<file path="config.mk">
export PLATFORM = sky130hd
export DESIGN_NAME = uart_tx_arbiter
export DESIGN_NICKNAME = d
export VERILOG_FILES = /design/src/rtl/uart_tx_arbiter.sv
export SDC_FILE = /design/constraint.sdc
export NUM_CORES = 1
export LEC_CHECK = 0
export ABC_AREA = 1
export BUFFER_PORTS_ARGS = -buffer_cell sky130_fd_sc_hd__buf_2
export CAP_MARGIN = 5
export CORE_ASPECT_RATIO = 0.6
export CORE_MARGIN = 2
export CORE_UTILIZATION = 29
export CTS_CLUSTER_DIAMETER = 60
export CTS_CLUSTER_SIZE = 24
export DETAILED_ROUTE_END_ITERATION = 10
export PLACE_DENSITY = 0.49
export SLEW_MARGIN = 20
export SYNTH_ARGS = -nofsm -noshare
export SYNTH_HDL_FRONTEND = slang
export SYNTH_SLANG_ARGS = --single-unit
</file>
<file path="constraint.sdc">
create_clock -name clk -period 5.18 [get_ports clk]
set_clock_uncertainty 0.05 [all_clocks]
set_input_delay 0.777 -clock clk [delete_from_list [all_inputs] [get_ports clk]]
set_output_delay 0.777 -clock clk [all_outputs]
set_load 0.005 [all_outputs]
</file>
<file path="src/rtl/uart_tx_arbiter.sv">
// uart_tx_arbiter
//   Shares one uart_tx serializer among NUM_REQ byte-stream requesters.
//   Round-robin arbitration is decided only in IDLE. A grant is then locked
//   for a whole burst. A burst ends on req_last, after MAX_BURST bytes, or
//   when the granted requester runs dry after at least one byte. When TAG_EN
//   is set, each burst starts with the tag byte TAG_BASE | grant_id.
//
// Ports
//   clk, rst_n    single clock, synchronous active-low reset
//   req_valid     per-requester byte available
//   req_data      per-requester byte, requester i at [8i+7:8i]
//   req_last      per-requester end-of-burst marker
//   req_ready     one-hot accept strobe (combinational, only in LOAD)
//   tx_data       byte presented to uart_tx (registered)
//   tx_start      one-cycle start pulse to uart_tx (registered)
//   tx_busy       uart_tx busy
//   grant_valid   a burst is in progress
//   grant_id      current or most recently granted requester
//   busy_err      sticky: uart_tx did not raise busy within 3 cycles of a start
module uart_tx_arbiter #(
   parameter int unsigned NUM_REQ   = 4,
   parameter bit          TAG_EN    = 1'b1,
   parameter logic [7:0]  TAG_BASE  = 8'hA0,
   parameter int unsigned MAX_BURST = 16
) (
   input  logic                   clk,
   input  logic                   rst_n,
   input  logic [NUM_REQ-1:0]     req_valid,
   input  logic [8*NUM_REQ-1:0]   req_data,
   input  logic [NUM_REQ-1:0]     req_last,
   output logic [NUM_REQ-1:0]     req_ready,
   output logic [7:0]             tx_data,
   output logic                   tx_start,
   input  logic                   tx_busy,
   output logic                   grant_valid,
   output logic [2:0]             grant_id,
   output logic                   busy_err
);

   typedef enum logic [2:0] {
      S_IDLE    = 3'd0,
      S_TAG     = 3'd1,
      S_LOAD    = 3'd2,
      S_WAIT_HI = 3'd3,
      S_WAIT_LO = 3'd4
   } state_t;

   localparam logic [NUM_REQ-1:0] ONE_HOT0 = {{(NUM_REQ-1){1'b0}}, 1'b1};

   state_t      state_q, state_d;
   logic [7:0]  tx_data_q, tx_data_d;
   logic        tx_start_q, tx_start_d;
   logic        grant_valid_q, grant_valid_d;
   logic [2:0]  grant_id_q, grant_id_d;
   logic        busy_err_q, busy_err_d;
   logic [2:0]  rr_ptr_q, rr_ptr_d;
   logic [7:0]  beat_cnt_q, beat_cnt_d;
   logic        last_flag_q, last_flag_d;
   logic        is_tag_q, is_tag_d;
   logic [1:0]  hi_cnt_q, hi_cnt_d;

   // Signals of the currently granted requester.
   logic        sel_valid, sel_last, xfer;
   logic [7:0]  sel_data;

   assign sel_valid = 1'(req_valid >> grant_id_q);
   assign sel_last  = 1'(req_last >> grant_id_q);
   assign sel_data  = 8'(req_data >> {grant_id_q, 3'b000});
   assign xfer      = (state_q == S_LOAD) && sel_valid && !tx_busy;
   assign req_ready = xfer ? (ONE_HOT0 << grant_id_q) : '0;

   // Round robin: rotate the request vector so rr_ptr lands on bit 0, take
   // the first set bit, then map the offset back to an absolute index.
   logic [NUM_REQ-1:0] rot_valid;
   logic [2:0]         pick_off, grant_pick, rr_next;
   logic [3:0]         pick_sum, next_sum;
   logic               found;

   assign rot_valid = NUM_REQ'({req_valid, req_valid} >> rr_ptr_q);

   always_comb begin
      found    = 1'b0;
      pick_off = 3'd0;
      for (int i = 0; i < NUM_REQ; i++) begin
         if (!found && rot_valid[i]) begin
            found    = 1'b1;
            pick_off = 3'(i);
         end
      end
      pick_sum   = {1'b0, rr_ptr_q} + {1'b0, pick_off};
      grant_pick = (pick_sum >= 4'(NUM_REQ)) ? 3'(pick_sum - 4'(NUM_REQ)) : pick_sum[2:0];
      next_sum   = {1'b0, grant_pick} + 4'd1;
      rr_next    = (next_sum >= 4'(NUM_REQ)) ? 3'd0 : next_sum[2:0];
   end

   always_comb begin
      state_d       = state_q;
      tx_data_d     = tx_data_q;
      tx_start_d    = 1'b0;
      grant_valid_d = grant_valid_q;
      grant_id_d    = grant_id_q;
      busy_err_d    = busy_err_q;
      rr_ptr_d      = rr_ptr_q;
      beat_cnt_d    = beat_cnt_q;
      last_flag_d   = last_flag_q;
      is_tag_d      = is_tag_q;
      hi_cnt_d      = hi_cnt_q;

      case (state_q)
         S_IDLE: begin
            if (|req_valid) begin
               grant_id_d    = grant_pick;
               grant_valid_d = 1'b1;
               rr_ptr_d      = rr_next;
               beat_cnt_d    = 8'd0;
               state_d       = TAG_EN ? S_TAG : S_LOAD;
            end
         end
         S_TAG: begin
            if (!tx_busy) begin
               tx_data_d  = TAG_BASE | {5'b00000, grant_id_q};
               tx_start_d = 1'b1;
               is_tag_d   = 1'b1;
               hi_cnt_d   = 2'd0;
               state_d    = S_WAIT_HI;
            end
         end
         S_LOAD: begin
            if (xfer) begin
               tx_data_d   = sel_data;
               tx_start_d  = 1'b1;
               is_tag_d    = 1'b0;
               beat_cnt_d  = beat_cnt_q + 8'd1;
               last_flag_d = sel_last || (beat_cnt_q == 8'(MAX_BURST - 1));
               hi_cnt_d    = 2'd0;
               state_d     = S_WAIT_HI;
            end else if (!sel_valid && (beat_cnt_q != 8'd0)) begin
               // Requester ran dry mid-burst: give the serializer back.
               grant_valid_d = 1'b0;
               state_d       = S_IDLE;
            end
         end
         S_WAIT_HI: begin
            if (tx_busy) begin
               state_d = S_WAIT_LO;
            end else if (hi_cnt_q == 2'd2) begin
               // Third idle cycle after the start: flag and move on anyway.
               busy_err_d = 1'b1;
               state_d    = S_WAIT_LO;
            end else begin
               hi_cnt_d = hi_cnt_q + 2'd1;
            end
         end
         S_WAIT_LO: begin
            if (!tx_busy) begin
               if (is_tag_q || !last_flag_q) begin
                  state_d = S_LOAD;
               end else begin
                  grant_valid_d = 1'b0;
                  state_d       = S_IDLE;
               end
            end
         end
         default: state_d = S_IDLE;
      endcase
   end

   always_ff @(posedge clk) begin
      if (!rst_n) begin
         state_q       <= S_IDLE;
         tx_data_q     <= 8'd0;
         tx_start_q    <= 1'b0;
         grant_valid_q <= 1'b0;
         grant_id_q    <= 3'd0;
         busy_err_q    <= 1'b0;
         rr_ptr_q      <= 3'd0;
         beat_cnt_q    <= 8'd0;
         last_flag_q   <= 1'b0;
         is_tag_q      <= 1'b0;
         hi_cnt_q      <= 2'd0;
      end else begin
         state_q       <= state_d;
         tx_data_q     <= tx_data_d;
         tx_start_q    <= tx_start_d;
         grant_valid_q <= grant_valid_d;
         grant_id_q    <= grant_id_d;
         busy_err_q    <= busy_err_d;
         rr_ptr_q      <= rr_ptr_d;
         beat_cnt_q    <= beat_cnt_d;
         last_flag_q   <= last_flag_d;
         is_tag_q      <= is_tag_d;
         hi_cnt_q      <= hi_cnt_d;
      end
   end

   assign tx_data     = tx_data_q;
   assign tx_start    = tx_start_q;
   assign grant_valid = grant_valid_q;
   assign grant_id    = grant_id_q;
   assign busy_err    = busy_err_q;

endmodule

</file>
==> flow_summary.json, run 1 <==
{
  "cts_buffers": 5,
  "post-cts-setup-buffers": 0,
  "coreArea_mm2": 0.00727,
  "seq_area_frac_synth_pct": 29.5,
  "cts_tree": "yes",
  "die_height_um": 71.1,
  "power_frac_seq_pct": 29.2,
  "tightestPinTransition_ns": 0.733,
  "fin_nets": 437,
  "synth_edf_count": 0,
  "grt_pass1_wl_um": 9980,
  "finalSetupTns_ns": 0,
  "sw_frac_of_total_pct": 43.4,
  "max-cap-violations": 0,
  "grt_pass1_vias": 2180,
  "async_flop_share_pct": 0,
  "p_per_area_mw_per_mm2": 449,
  "crit_path_end_kind": "flip-flop",
  "cts.clk_slew.worst_paths_ns": 0.05,
  "rows": 24,
  "min_path_cells": 2,
  "internal_power_uw": 675,
  "cts_resized": 0,
  "power_switching_uw": 518,
  "syn_inst": 331,
  "die-area_mm2": 0.00823,
  "clock.fmax_mhz": 334,
  "worstSetupStartpointType": "input pin",
  "r2r_setup_slack_ns": 2.24,
  "combPwrFrac_pct": 45.9,
  "drtIter0Drc": 172,
  "grt_use_total_pct": 15.1,
  "rsz0062_at_grt": "false",
  "synth_nets": 381,
  "fillers": 828,
  "peakVddDrop_mv": 0.117,
  "num_antenna_cells": 0,
  "grt-ovfl-total": 0,
  "drcViolationCount": 0,
  "clk_latency_ns": 0.28,
  "clockBufferDepth": 2,
  "clkPwrFrac_pct": 24.9,
  "finalSetupViolCount": 0,
  "globalplace.congestion": 0.824,
  "cts-root-buf": "clkbuf_16",
  "hold_viol_final": 0,
  "reg2reg_depth": 14,
  "placed_cell_area_mm2": 0.00251,
  "fin_crit_sh_pct": 57.7,
  "area_growth_pct": 22.2,
  "finalMaxSlewViolations": 0,
  "vias": 2282,
  "ys_seq_elements": 32,
  "clock_sinks": 32,
  "viasPerCell": 4.64,
  "ctsHoldBuffers": 0,
  "cp.arrival_ns": 3.14,
  "postRouteAntennaNets": 0,
  "critPathKind": "input pin to flip-flop",
  "hold_path_class": "flip-flop to flip-flop",
  "cts_max_level": 2,
  "cp.required_ns": 5.33,
  "wirelength_um": 5830,
  "port_buffers": 60,
  "die_w_um": 116,
  "period_minus_slack_ns": 2.99,
  "drive_above_1_share_pct": 20.6,
  "synth_ff_type": "dfxtp_1",
  "post_drt_wl_per_cell_um": 11.8,
  "p_leak_nw": 1.22,
  "avgSynthCellArea_um2": 6.57,
  "grt_max_degree": 22,
  "io-pin-count": 61,
  "slew_headroom_pct": 51.1,
  "antenna_found_initial": 0,
  "synth_cell_types": 34,
  "path_max_fanout": 3,
  "mappedNetlistArea_mm2": 0.00217,
  "drtPass1Iterations": 4,
  "fin_area_mm2": 0.00266,
  "hpwlAfterDp_um": 4530,
  "yosys_warnings": 0,
  "initial_core_util_pct": 29.9,
  "status": "finished, final reports clean"
}
==> state kept, by name, indices dropped and copies added (netlist names) <==
name and cells:
tx_start 1, tx_data 8, rr_ptr_q 3, beat_cnt_q 8, is_tag_q 1, busy_err 1
hi_cnt_q 2, last_flag_q 1, grant_id 3, grant_valid 1, state_q 3
==> worst max-delay path: stages <==
cell      delay (ns)
buf_2           0.10
inv_1           0.05
o31ai_1         0.20
inv_1           0.09
o21ai_0         0.23
nand2_1         0.08
a21boi_0        0.18
ha_1            0.20
inv_1           0.06
fa_1            0.50
inv_1           0.06
ha_1            0.19
o21ai_0         0.27
nand3_1         0.10
o21ai_0         0.09
==> per-layer routing <==
| metal | vias up | wire length, um | GRT usage [%] |
|---|---|---|---|
| met5 | - | 0 | 0 |
| met4 | 0 | 36 | 2.38 |
| met3 | 5 | 392 | 5.48 |
| met2 | 52 | 2160 | 20.5 |
| met1 | 1012 | 3230 | 23.1 |
| li1 | 1213 | - | - |
==> cells in the mapped netlist, types with 2 or more instances <==
library cell	number	area [um^2]
inv_2	2	7.51
dfxtp_1	32	641
buf_6	3	33.8
nand2_1	84	315
o21a_1	2	15.0
a21oi_1	30	150
inv_1	38	143
ha_1	6	75.1
buf_2	2	10.0
nand4_1	7	43.8
o211ai_1	2	15.0
a22oi_1	14	105
nand3_1	24	120
o21ai_0	18	90.1
nor3_1	12	60.1
nor2_1	33	124
nand2_4	3	33.8
clkbuf_1	3	11.3
==> worst paths after layout <==
check	start	endpoint
max	req_valid[0]	rr_ptr_q[1]
max reg2reg	rr_ptr_q[0]	rr_ptr_q[1]
min	tx_data[3]	tx_data[3]
min reg2reg	tx_data[3]	tx_data[3]
==> placed cells by master (no fill, tap or decap), drive strengths merged <==
cell type / instances
nor2: 35
or2: 1
a22oi: 14
o211ai: 2
ha: 6
o21ai: 18
nand2: 88
o31ai: 1
clkinv: 3
o21a: 2
xor2: 1
nand3: 26
a21boi: 1
clkbuf: 6
nand4: 7
inv: 40
a21oi: 30
nor3: 13
mux2i: 1
fa: 1
dfxtp: 32
buf: 60
==> through the flow <==
step / std cells / worst slack [ns] / utilization, % / hold WS, ns / total power, mW
detailed placement: 484 / 1.92 / 34.5 / 0.410 / 0.901
CTS: 492 / 2.21 / 36.6 / 0.420 / 1.20
finish: 492 / 2.19 / 36.6 / 0.417 / 1.19
global placement: 484 / 2.04 / 34.5 / 0.409 / 0.902
floorplan: 331 / 2.31 / - / 0.393 / 0.783
global route: 492 / 1.88 / 36.6 / 0.443 / 1.31
==> cells by family after synthesis <==
kind of cell	Yosys count	share of synthesized area [%]
AOI/OAI and AO/OA	68	18.0
and+or+nand+nor	170	35.8
xor gates and xnor gates	1	0.403
DFF	32	29.5
buffers and inverters	52	11.6
adders and majority gates	7	4.37
muxes	1	0.460
==> power by group through the flow <==
| stage | combinational (mW) | sequential [mW] | clock, mW |
|---|---|---|---|
| 2_1_floorplan | 0.454 | 0.329 | 0 |
| 3_3_place_gp | 0.549 | 0.352 | 0 |
| 3_5_place_dp | 0.549 | 0.352 | 0 |
| 4_1_cts | 0.552 | 0.348 | 0.305 |
| 5_1_grt | 0.635 | 0.357 | 0.315 |
| 6_report | 0.548 | 0.348 | 0.297 |
==> cell type report <==
class | count | area [um^2] | area share [%]
clock inverter | 2 | 10.0 | 0.377
timing repair buffer | 60 | 300 | 11.3
clock buffer | 6 | 139 | 5.23
tap | 104 | 130 | 4.90
multi-input combinational | 247 | 1280 | 48.3
sequential | 32 | 641 | 24.1
inverter | 41 | 154 | 5.79
(Power assumes the default switching activity.)
==> run 2: changes to the inputs <==
- ABC_AREA: 1 -> 0
- PLACE_DENSITY: 0.49 -> 0.51
- clock period: 5.18 -> 2.41 ns (I/O delays scaled with it)
==> run 2 against run 1 <==
  * The flow now finishes with violations (setup timing)
  * Via count is 9.6% lower
  * Largest power group unchanged
  * Count of clock-buffer cells in the layout rose by 2
  * Non-clock buffer count is 24 higher
  * Critical endpoint unchanged
  * Clock power up 110%
  * Combinational power increased by 50%
  * Worst setup slack lost 2.3 ns
  * Wire length up 1.0%
  * Design area rose by 6.1%
  * Area after synthesis shrank 2.5%
  * Register-to-register slack worse by 2.3 ns
==> flow_summary.json, run 2 <==
{
  "status": "finished with violations",
  "violations": "setup timing",
  "tightestPinTransition_ns": 0.824,
  "placed_cell_area_mm2": 0.00257,
  "cts-root-buf": "clkbuf_16",
  "ys_seq_elements": 32,
  "synth_ff_type": "dfxtp_1",
  "io-pin-count": 61,
  "fin_crit_sh_pct": 103,
  "layout_commonest_cell": "buf_2",
  "worstPathCellList": "nor2_2 -> a32o_2 -> nand2_1 -> a32oi_2 -> ha_2 -> inv_2 -> fa_1 -> inv_1 -> ha_2 -> o21ai_1 -> mux2i_1 -> nand3_1 -> a21oi_1",
  "drcViolationCount": 0,
  "synth_nets": 303,
  "max-cap-violations": 0,
  "synth_top_cell_area_share_pct": 30.2,
  "grt_max_degree": 19,
  "ctsHoldBuffers": 0,
  "cts_buffers": 5,
  "grt_pass1_vias": 1900,
  "synthTopCellsByArea": "dfxtp_1 30%, mux4_2 8.5%, nor2_1 5.5%",
  "mostFrequentLayoutCells": "60 x buf_2, 28 x nor2_1, 28 x dfxtp_1, 24 x buf_4, 21 x nand2_1",
  "finalMaxSlewViolations": 0,
  "avgSynthCellArea_um2": 8.38,
  "yosysMostFrequentCell": "dfxtp_1",
  "setup_ws_ns": -0.0767,
  "cts_tree": "yes",
  "seq_area_frac_synth_pct": 30.2,
  "finalSetupViolCount": 2,
  "crit_slowest_cell": "fa_1",
  "antenna_found_initial": 0,
  "critPathKind": "flip-flop to flip-flop",
  "die-area_mm2": 0.00803,
  "cts.clk_slew.worst_paths_ns": 0.05,
  "area_growth_pct": 32.9,
  "clock_sinks": 32,
  "globalplace.congestion": 0.821,
  "synth_top_cell_by_area": "dfxtp_1",
  "path_max_fanout": 5,
  "cp.required_ns": 2.56,
  "port_buffers": 60,
  "grt_pass1_wl_um": 9620,
  "die_w_um": 114,
  "period_minus_slack_ns": 2.49,
  "p_leak_nw": 1.14,
  "crit_path_max_incr_delay_ns": 0.46,
  "synth_cell_types": 56,
  "postRouteAntennaNets": 0,
  "netlist_top_cells_count": "32 x dfxtp_1, 31 x nor2_1, 21 x nand2_1",
  "viasPerCell": 4.96,
  "clock.fmax_mhz": 402,
  "fin_nets": 374,
  "die_height_um": 70.2,
  "drtPass1Iterations": 4,
  "wirelength_um": 5890,
  "slew_headroom_pct": 44.6,
  "cp.arrival_ns": 2.64,
  "peakVddDrop_mv": 0.313,
  "fillers": 737,
  "syn_inst": 253,
  "clockBufferDepth": 2,
  "worstSetupStartpointType": "flip-flop",
  "crit_path_end_kind": "flip-flop",
  "synth_edf_count": 0,
  "hold_viol_final": 0,
  "num_antenna_cells": 0,
  "rsz0062_at_grt": "true",
  "async_flop_share_pct": 0,
  "p_per_area_mw_per_mm2": 745,
  "coreArea_mm2": 0.00718,
  "hpwlAfterDp_um": 4290,
  "vias": 2063,
  "yosys_warnings": 0,
  "hold_path_class": "flip-flop to flip-flop",
  "rows": 24,
  "grt-ovfl-total": 0,
  "cts_max_level": 2,
  "place_ws_ns": -0.219,
  "clk_latency_ns": 0.28,
  "initial_core_util_pct": 29.5,
  "drive_above_1_share_pct": 39.4,
  "drtIter0Drc": 74,
  "crit_path_frequent_cell": "ha_2",
  "fin_area_mm2": 0.00282,
  "grt_use_total_pct": 15.5,
  "mappedNetlistArea_mm2": 0.00212,
  "post_drt_wl_per_cell_um": 14.1
}
## run 2: changes by cell type after synthesis, moves of 5 or more
cell,change
a21oi_1,-17
a22oi_1,-12
clkbuf_1,+11
inv_1,-24
mux2i_1,+5
mux4_2,+8
nand2_1,-63
nand3_1,-18
xnor2_1,+6
## run 2: critical path: cells and delay by family, from the launching register on
family | cells | cell delay, ns
flops | 1 | 0.35
simple gates | 3 | 0.29
fa+ha+maj | 3 | 0.84
buf+inv | 2 | 0.12
mux | 1 | 0.19
compound gates | 4 | 0.58
## run 2: path summary, 6_finish.rpt
check,from,to,slack (ns),cells past startpoint
worst max-delay path,rr_ptr_q[0],rr_ptr_q[1],-0.08,13
worst min-delay path,tx_data[6],tx_data[6],0.41,2
worst max register to register,rr_ptr_q[0],rr_ptr_q[1],-0.08,13
worst min register to register,tx_data[6],tx_data[6],0.41,2
## run 2: layout make-up
class | instances | area (um^2) | share of cell area, %
multi-input cells | 187 | 1380 | 48.9
flip-flops and latches | 32 | 646 | 22.9
repair buffers | 84 | 480 | 17.1
clock buffers | 8 | 146 | 5.20
well taps | 91 | 114 | 4.04
inverters | 14 | 52.6 | 1.87
## run 2: kinds of logic after synthesis
group / Yosys count / share of synthesized area (%)
AO/OA/AOI/OAI: 50 / 15.9
multiplexers: 15 / 11.9
adder cells (fa/ha/maj): 7 / 4.49
XOR/XNOR: 6 / 2.48
AND/OR/NAND/NOR: 109 / 27.5
buffers and inverters: 34 / 7.50
flip-flops: 32 / 30.2
## run 2: timing repair
item                                   in CTS  in global routing
setup endpoints to repair                   2                  7
setup buffers                               0                  6
gates cloned                                0                  0
resized for setup                           3                 14
endpoints found under the hold margin       0                  0
pin swaps                                   7                  8
## run 2: report_power, final
part	internal [mW]	total, mW	switching (mW)
registers	0.587	0.641	0.0545
logic	0.402	0.824	0.422
clock network	0.412	0.635	0.223
total	1.40	2.10	0.700
## run 2: through the flow
stage	TNS (ns)	hold WS (ns)	util (%)	total power, mW	instances
finish	-0.136	0.405	39.3	2.10	416
global route	-0.457	0.441	39.3	2.25	416
CTS	-0.162	0.406	37.9	2.08	410
detailed placement	-0.442	0.397	35.8	1.43	402
global placement	-0.333	0.392	35.8	1.43	402
floorplan	-0.0164	0.402	-	1.20	253
## run 2: per-layer routing
layer | global-route usage, % | vias to the layer above | part of all wire [%]
met1 | 23.5 | 938 | 53
met3 | 4.86 | 6 | 7.4
met2 | 20.5 | 71 | 38
met4 | 4.47 | 0 | 1.0
li1 | - | 1048 | -
met5 | 0 | - | 0
